--- src/rtl/ram_wr_ctrl.sv ---
// Nibble-entry RAM writer: debounced keys build a staging word, a commit writes it to RAM.
// Registered read-back port and four hex 7-segment digit drivers.

module ram_wr_key_db #(
    parameter int CYCLES = 250000
) (
    input  logic clk,
    input  logic rst_n,
    input  logic ce,
    input  logic key_n_i,
    output logic pulse_o
);
    localparam int CW = $clog2(CYCLES + 1);

    logic [1:0]    sync_q;
    logic          stable_q;
    logic          prev_q;
    logic [CW-1:0] cnt_q;

    // cnt_q counts consecutive samples that disagree with the accepted level;
    // any sample that agrees again restarts the count.
    always_ff @(posedge clk or negedge rst_n) begin
        if (!rst_n) begin
            sync_q   <= 2'b11;
            stable_q <= 1'b1;
            prev_q   <= 1'b1;
            cnt_q    <= '0;
        end else begin
            sync_q <= {sync_q[0], key_n_i};
            prev_q <= stable_q;
            if (sync_q[1] == stable_q) begin
                cnt_q <= '0;
            end else if (cnt_q == CW'(CYCLES - 1)) begin
                stable_q <= sync_q[1];
                cnt_q    <= '0;
            end else begin
                cnt_q <= cnt_q + CW'(1);
            end
        end
    end

    assign pulse_o = ce & prev_q & ~stable_q;
endmodule

module ram_wr_ctrl #(
    parameter int DATA_WIDTH      = 16,
    parameter int ADDRESS_WIDTH   = 8,
    parameter int DEBOUNCE_CYCLES = 250000,
    localparam int NIB  = DATA_WIDTH / 4,
    localparam int CNTW = $clog2(NIB + 1)
) (
    input  logic                     clk,
    input  logic                     rst_n,
    input  logic                     ce,
    input  logic                     key_load_n,
    input  logic                     key_commit_n,
    input  logic [3:0]               nibble_in,
    input  logic [ADDRESS_WIDTH-1:0] address_in,
    output logic [DATA_WIDTH-1:0]    data_out,
    output logic                     busy,
    output logic [CNTW-1:0]          entry_cnt,
    output logic [6:0]               D1,
    output logic [6:0]               D2,
    output logic [6:0]               D3,
    output logic [6:0]               D4
);
    localparam int PADW = (DATA_WIDTH > 16) ? DATA_WIDTH : 16;

    typedef enum logic [1:0] {S_IDLE, S_ENTER, S_WRITE} state_t;

    state_t                   state_q, state_d;
    logic [DATA_WIDTH-1:0]    staging_q, staging_d;
    logic [CNTW-1:0]          cnt_q, cnt_d;
    logic [ADDRESS_WIDTH-1:0] wr_addr_q, wr_addr_d;
    logic [DATA_WIDTH-1:0]    dout_q;
    logic [DATA_WIDTH-1:0]    mem [0:(1 << ADDRESS_WIDTH)-1];
    logic                     load_p, commit_p;

    ram_wr_key_db #(.CYCLES(DEBOUNCE_CYCLES)) u_db_load (
        .clk(clk), .rst_n(rst_n), .ce(ce), .key_n_i(key_load_n), .pulse_o(load_p)
    );
    ram_wr_key_db #(.CYCLES(DEBOUNCE_CYCLES)) u_db_commit (
        .clk(clk), .rst_n(rst_n), .ce(ce), .key_n_i(key_commit_n), .pulse_o(commit_p)
    );

    always_ff @(posedge clk or negedge rst_n) begin
        if (!rst_n) begin
            state_q   <= S_IDLE;
            staging_q <= '0;
            cnt_q     <= '0;
            wr_addr_q <= '0;
            dout_q    <= '0;
        end else if (ce) begin
            state_q   <= state_d;
            staging_q <= staging_d;
            cnt_q     <= cnt_d;
            wr_addr_q <= wr_addr_d;
            dout_q    <= mem[address_in];
        end
    end

    // RAM is deliberately not reset; the read above sees the pre-write word.
    always_ff @(posedge clk) begin
        if (ce && state_q == S_WRITE)
            mem[wr_addr_q] <= staging_q;
    end

    always_comb begin
        state_d   = state_q;
        staging_d = staging_q;
        cnt_d     = cnt_q;
        wr_addr_d = wr_addr_q;
        case (state_q)
            S_IDLE: begin
                if (load_p) begin
                    staging_d = DATA_WIDTH'({staging_q, nibble_in});
                    cnt_d     = CNTW'(1);
                    state_d   = S_ENTER;
                end
            end
            S_ENTER: begin
                if (commit_p) begin
                    wr_addr_d = address_in;
                    state_d   = S_WRITE;
                end else if (load_p) begin
                    staging_d = DATA_WIDTH'({staging_q, nibble_in});
                    if (cnt_q != CNTW'(NIB))
                        cnt_d = cnt_q + CNTW'(1);
                end
            end
            S_WRITE: begin
                state_d   = S_IDLE;
                staging_d = '0;
                cnt_d     = '0;
            end
            default: state_d = S_IDLE;
        endcase
    end

    function automatic logic [6:0] seg7(input logic [3:0] n);
        case (n)
            4'h0: seg7 = 7'h40; 4'h1: seg7 = 7'h79; 4'h2: seg7 = 7'h24; 4'h3: seg7 = 7'h30;
            4'h4: seg7 = 7'h19; 4'h5: seg7 = 7'h12; 4'h6: seg7 = 7'h02; 4'h7: seg7 = 7'h78;
            4'h8: seg7 = 7'h00; 4'h9: seg7 = 7'h10; 4'hA: seg7 = 7'h08; 4'hB: seg7 = 7'h03;
            4'hC: seg7 = 7'h46; 4'hD: seg7 = 7'h21; 4'hE: seg7 = 7'h06; default: seg7 = 7'h0E;
        endcase
    endfunction

    logic [PADW-1:0] disp_pad;
    logic [15:0]     disp;

    // Narrow words are zero-extended; wide words show their top four nibbles.
    always_comb begin
        disp_pad = PADW'((state_q == S_ENTER) ? staging_q : dout_q);
        disp     = disp_pad[PADW-1 -: 16];
    end

    assign D1        = seg7(disp[15:12]);
    assign D2        = seg7(disp[11:8]);
    assign D3        = seg7(disp[7:4]);
    assign D4        = seg7(disp[3:0]);
    assign data_out  = dout_q;
    assign busy      = (state_q == S_WRITE);
    assign entry_cnt = cnt_q;
endmodule

--- config.mk ---
export PLATFORM = sky130hd
export DESIGN_NAME = ram_wr_ctrl
export DESIGN_NICKNAME = d
export VERILOG_FILES = /design/src/rtl/ram_wr_ctrl.sv
export SDC_FILE = /design/constraint.sdc
export NUM_CORES = 2
export LEC_CHECK = 0
export CAP_MARGIN = 10
export CORE_ASPECT_RATIO = 1.5
export CORE_MARGIN = 5
export CORE_UTILIZATION = 23
export CTS_BUF_LIST = sky130_fd_sc_hd__clkbuf_8
export CTS_CLUSTER_SIZE = 12
export DETAILED_ROUTE_END_ITERATION = 7
export GPL_TIMING_DRIVEN = 0
export MAX_ROUTING_LAYER = met4
export PLACE_DENSITY_LB_ADDON = 0.2
export SLEW_MARGIN = 20
export SYNTH_ARGS = -nofsm -noshare
export SYNTH_HDL_FRONTEND = slang
export SYNTH_MEMORY_MAX_BITS = 65536
export SYNTH_SLANG_ARGS = --single-unit
export TNS_END_PERCENT = 10
--- constraint.sdc ---
create_clock -name clk -period 6.7 [get_ports clk]
set_input_delay 1.675 -clock clk [delete_from_list [all_inputs] [get_ports clk]]
set_output_delay 1.675 -clock clk [all_outputs]
set_load 0.01 [all_outputs]
* After elaboration in Yosys (flattened, before gate mapping) *
Memories as Yosys holds them, arrays and structs flattened. A register that Yosys moved wholly into a read port is not among the register bits.
Cells that the tools add are included.

storage, ports and cells
  bits in registers = 73
  word-level logic and storage cells = 68
  memories = 5
  RAM bits = 4096
  output and inout port bits = 48
  bits of input ports = 17
  memory bits (read-only) = 448

memories
  memory           words  width  read ports  clocked after memory_dff  wr ports  line  RTL
  mem              256    16     1           1                         1         76    logic [DATA_WIDTH-1:0] mem [0:(1 << ADDRESS_WIDTH)-1];
  (no name shown)  16     7      1           0                         0         141   case (n)
  (no name shown)  16     7      1           0                         0         141
  (no name shown)  16     7      1           0                         0         141
  (no name shown)  16     7      1           0                         0         141

cells by class
  reduce and logical (&&, ||, !) cells = 10
  add/subtract/negate cells = 3
  bitwise operators = 8
  equality and inequality tests = 12
  multiplexer cells = 18

operators with widths
  kind                                                  count
  2-to-1 mux 18 bit                                     4
  2-to-1 mux 16 bit                                     3
  case mux 16 bit (3 select lines)                      1
  adder 18 x 1 -> 18 bit (second input constant)        2
  equality test 18 bit (second input constant)          2
  2-to-1 mux 3 bit                                      4
  inequality test 2 bit (second input constant)         5
  case mux 3 bit (3 select lines)                       1
  AND reduction 3 bit                                   3
  AND reduction 6 bit                                   1
  AND 1 bit                                             4
  2-to-1 mux 2 bit                                      2
  NOT 1 bit                                             4
  case mux 2 bit (2 select lines)                       1
  AND reduction 2 bit                                   2
  adder 3 x 1 -> 3 bit (second input constant)          1
  inequality test 3 bit (second input constant)         1
  nonzero test 3 bit                                    1
  equality test 1 bit                                   2
  equality test 2 x 1 -> 1 bit (second input constant)  1
  equality test 2 bit (second input constant)           1
  logical NOT 2 bit                                     1
  2-to-1 mux 1 bit                                      2
  logical AND 1 bit                                     1
  logical NOT 1 bit                                     1

* Depth between registers and ports, before layout *
  word-level depth = 5
  gate-level depth with buffers = 12
  mapped depth without buffers = 10

* Cells and area by module *
From an unflattened synthesis, not the netlist that was laid out.

second synthesis, totals
  cells, all modules = 8217
  area total of the unflattened synthesis = 163162.7 um2

by module, submodules not included
  module         area each (um2)  times used  seq. area each (um2)  cells each
  ram_wr_ctrl    161060.7         1           124124.0              8009
  ram_wr_key_db  1051.0           2           555.5                 104

* Worst setup path before layout *
No wires, ideal clock.

  path kind = register to output
  start = reg staging_q[8]
  end = out D2[3]
  setup slack = -0.070 ns
  stages on the path, launching flop included = 5
  buffers on the path = 0
  data arrival time = 5.095 ns
  required time = 5.025 ns
  path through = dfrtp_1 -> mux2i_1 -> ha_1 -> inv_1 -> mux4_2

on the way
  word-level cells in the longest chain between the ends = 2

ends and longest elaborated chain
  what                      line  RTL
  from (decl)               72    logic [DATA_WIDTH-1:0] staging_q, staging_d;
  from (signal assigned)    95    staging_q <= staging_d;
  2-to-1 mux 16 bit         154   disp_pad = PADW'((state_q == S_ENTER) ? staging_q : dout_q);
  memory read (16 x 7 bit)  -
  to (decl)                 63    output logic [6:0] D2,

Every way passes these cells.

==> run metrics <==
outcome finished clean; vias in the first global route 92,780; Slew headroom 0.1123; cell taking the most area after synthesis edfxtp_1; Pwr Total 53.74 mW; drt first pass iters 6; Critical R2R Launch state_q[0]; Worst-Margin Slew 1329 ps; Synth Area in Adders 0.002448; ys async rst share 0.02127; Final nets 9,125; Final Cell Area 0.1965 mm2; Simple-Gate Fraction of Synth Area 0.02647; sequential share of the synthesized area 0.7658; post-synthesis compound-gate area fraction 0.03865; FF+latch count, synth 4,185; Post-Synth XOR/XNOR Area 0.001821; Placeable Area 0.7094 mm2; Antenna Nets Post-Route 0; DIE AREA 0.7283 mm2; worst path required time 7680 ps; multiplexer share of the synthesized area 0.1422; share of layout cells above drive strength 1 0.2714; main combinational cell family by area after synthesis multiplexers; largest cells by area after synthesis edfxtp_1 75%, mux4_2 9.8%, mux2i_1 3.7%, dfrtp_1 1.2%, nand2_1 0.87%; Mapped Cells 8,042; critical path startpoint category input pin; port bufs 61; 1st-iter DRT viols 11,600; Worst Path Max Fanout 10; maxcap violations 0; clock sinks 4,185; first-pass GRT wire length 991,300 um; Die Height 1043 um; DR WL/cell 41.51 um; pin count of the biggest net entering global routing 73; CTS tree built; Synth cell types 76; Synth top area share 0.7521; Syn-to-layout area delta 20.15%; CTS Buffer Depth 5; row cnt 379; DRT Wirelength 785,900 um; critical path type in -> reg; HP Start u_db_load.sync_q[0]; unrepaired setup endpoints after global routing false; f_max 154.5 MHz; Post-synth EDFFs 4,096; WP data arrival 7450 ps; Detailed Place HPWL 571,500 um; PD cells 273.5 mW/mm2; setup violators final 0; initial antenna violation count 64; via count 93,090; Setup Skew 105.6 ps; most common flop cell mapped by yosys edfxtp_1; number of buffers added for setup after CTS 0; Post-Syn Area 0.1635 mm2; final hold vios 0; Worst IR Drop VDD 0.0001706 V; HP Class reg -> reg; WHS 366.3 ps; Die Wd 698.5 um; CTS root buffer clkbuf_8; Syn Area/Cell 20.33 um2; placed cell areas 0.1847 mm2; DR vias/cell 4.917; Mapped Nets 8,091; Num CTS Buffers 651; CP Capture Type flip-flop; fin crit share 0.9659; Slew Limit Fails 0; DRC 0; Total GRT Usage 0.2161; # H-tree levels 6; placer congestion estimate 0.9614; I/O Pins 65; CP startpoint address_in[2]; fin crit period 6471 ps; Yosys warning count 0; Starting Density 0.2305; Clk Latency, worst-skew pair 1220 ps; Clk pin slew, worst setup/hold paths 70 ps; static leakage 63.27 nW; grt total ovfl 0
flip-flops by register name (all words and copies together), names as in the netlist:
name / cells
data_out: 16
staging_q: 16
state_q: 2
mem: 4096
u_db_load.cnt_q: 18
u_db_load.stable_q: 1
u_db_load.prev_q: 1
wr_addr_q: 8
u_db_commit.cnt_q: 18
u_db_commit.sync_q: 2
u_db_load.sync_q: 2
u_db_commit.prev_q: 1
u_db_commit.stable_q: 1
entry_cnt: 3
kinds of logic (layout without fill, tap and decap cells):
kind of cell    after synthesis  count (layout)
mux                        1377            1377
fa+ha+maj                    32              32
simple gates               1004            1004
xor+xnor                     34              34
other cells                   0              81
flops                      4185            4185
buf+inv                     511            1988
compound gates              899             899
cell type report:
type                            count  area [um2]
Fill cell                       70430      512900
Clock inverter                    429        2342
Sequential cell                  4185      125300
Timing Repair Buffer              381        7082
Buffer                            476        3729
Tap cell                         9334       11680
Antenna cell                       81       202.7
Clock buffer                      667        9180
Multi-Input combinational cell   3346       36840
Inverter                           35       131.4
layout by cell type (no fill, tap or decap), drive strengths merged, types with 32 or more instances in the layout:
cell and n:
nor2 367, nand2 377, o22ai 213, o221ai 132
a21oi 137, nor3 58, a211oi 42, nand3 59
dfrtp 81, mux2i 603, clkinv 224, diode 81
nand4 32, clkdlybuf4s50 60, mux4 744, clkbuf 839
a2111oi 54, ha 32, a22oi 109, o21ai 92
inv 207, buf 625, edfxtp 4096
path summary, 6_finish.rpt:
path                       slack (ps)                    end  cells after the start
max                               230           data_out[15]                     10
min                               370    u_db_load.sync_q[1]                      0
max reg2reg                      1070            mem[102][4]                      9
min reg2reg                       370    u_db_load.sync_q[1]                      0
max in group asynchronous        5490  u_db_commit.sync_q[1]                      2
min in group asynchronous         440             state_q[0]                      1
worst max-delay path, stage by stage:
cell             delay [ps]
clkdlybuf4s50_1         820
or2_1                   410
buf_4                   210
buf_2                   320
buf_1                   460
o221ai_1                640
o22ai_1                 180
o21ai_0                 800
nand4_1                1120
o221ai_1                750
where the power goes:
| group | internal, mW | switching, mW |
|---|---|---|
| clock network | 10.1 | 10.5 |
| registers | 28.7 | 0.151 |
| logic | 1.20 | 3.06 |
cells in the mapped netlist, types with 20 or more instances:
| cell | number |
|---|---|
| a221oi_1 | 30 |
| clkbuf_1 | 162 |
| edfxtp_1 | 4096 |
| nor3_1 | 57 |
| a211oi_1 | 42 |
| mux4_2 | 711 |
| o221ai_1 | 124 |
| nor2_1 | 367 |
| a2111oi_0 | 43 |
| buf_1 | 35 |
| mux4_1 | 33 |
| a22oi_1 | 109 |
| nand3_1 | 59 |
| buf_2 | 104 |
| mux2i_1 | 603 |
| ha_1 | 32 |
| dfrtp_1 | 81 |
| mux2_2 | 30 |
| nand4_1 | 32 |
| nand2_1 | 377 |
| o21ai_0 | 86 |
| nor4_1 | 20 |
| buf_6 | 73 |
| buf_8 | 20 |
| inv_1 | 34 |
| buf_4 | 30 |
| o22ai_1 | 213 |
| a21oi_1 | 137 |
| buf_12 | 43 |
per-stage QoR:
stage	instances	util	setup WS, ps	setup TNS (ps)
2_1_floorplan	8042	-	-22.75	-22.75
3_3_place_gp	17440	0.2478	-6485	-
3_5_place_dp	17760	0.2604	-721.7	-83020
4_1_cts	18850	0.2767	162.1	0
5_1_grt	18900	0.2769	72.03	0
6_report	18930	0.2770	228.6	0
layer usage:
| metal | track usage | vias to the layer above | routed length (um) | share of wire |
|---|---|---|---|---|
| li1 | - | 35600 | - | - |
| met2 | 0.3564 | 5006 | 386400 | 0.49 |
| met5 | - | - | 0 | 0 |
| met3 | 0.03612 | 1831 | 48860 | 0.062 |
| met4 | 0.1880 | 0 | 83540 | 0.11 |
| met1 | 0.2236 | 50660 | 267100 | 0.34 |
what timing repair did:
item	in CTS	in global routing
setup endpoints to repair	0	2
hold buffers	0	0
resized for setup	0	1
endpoints found under the hold margin	0	0
Note: power is estimated with default switching activity, not from simulation.
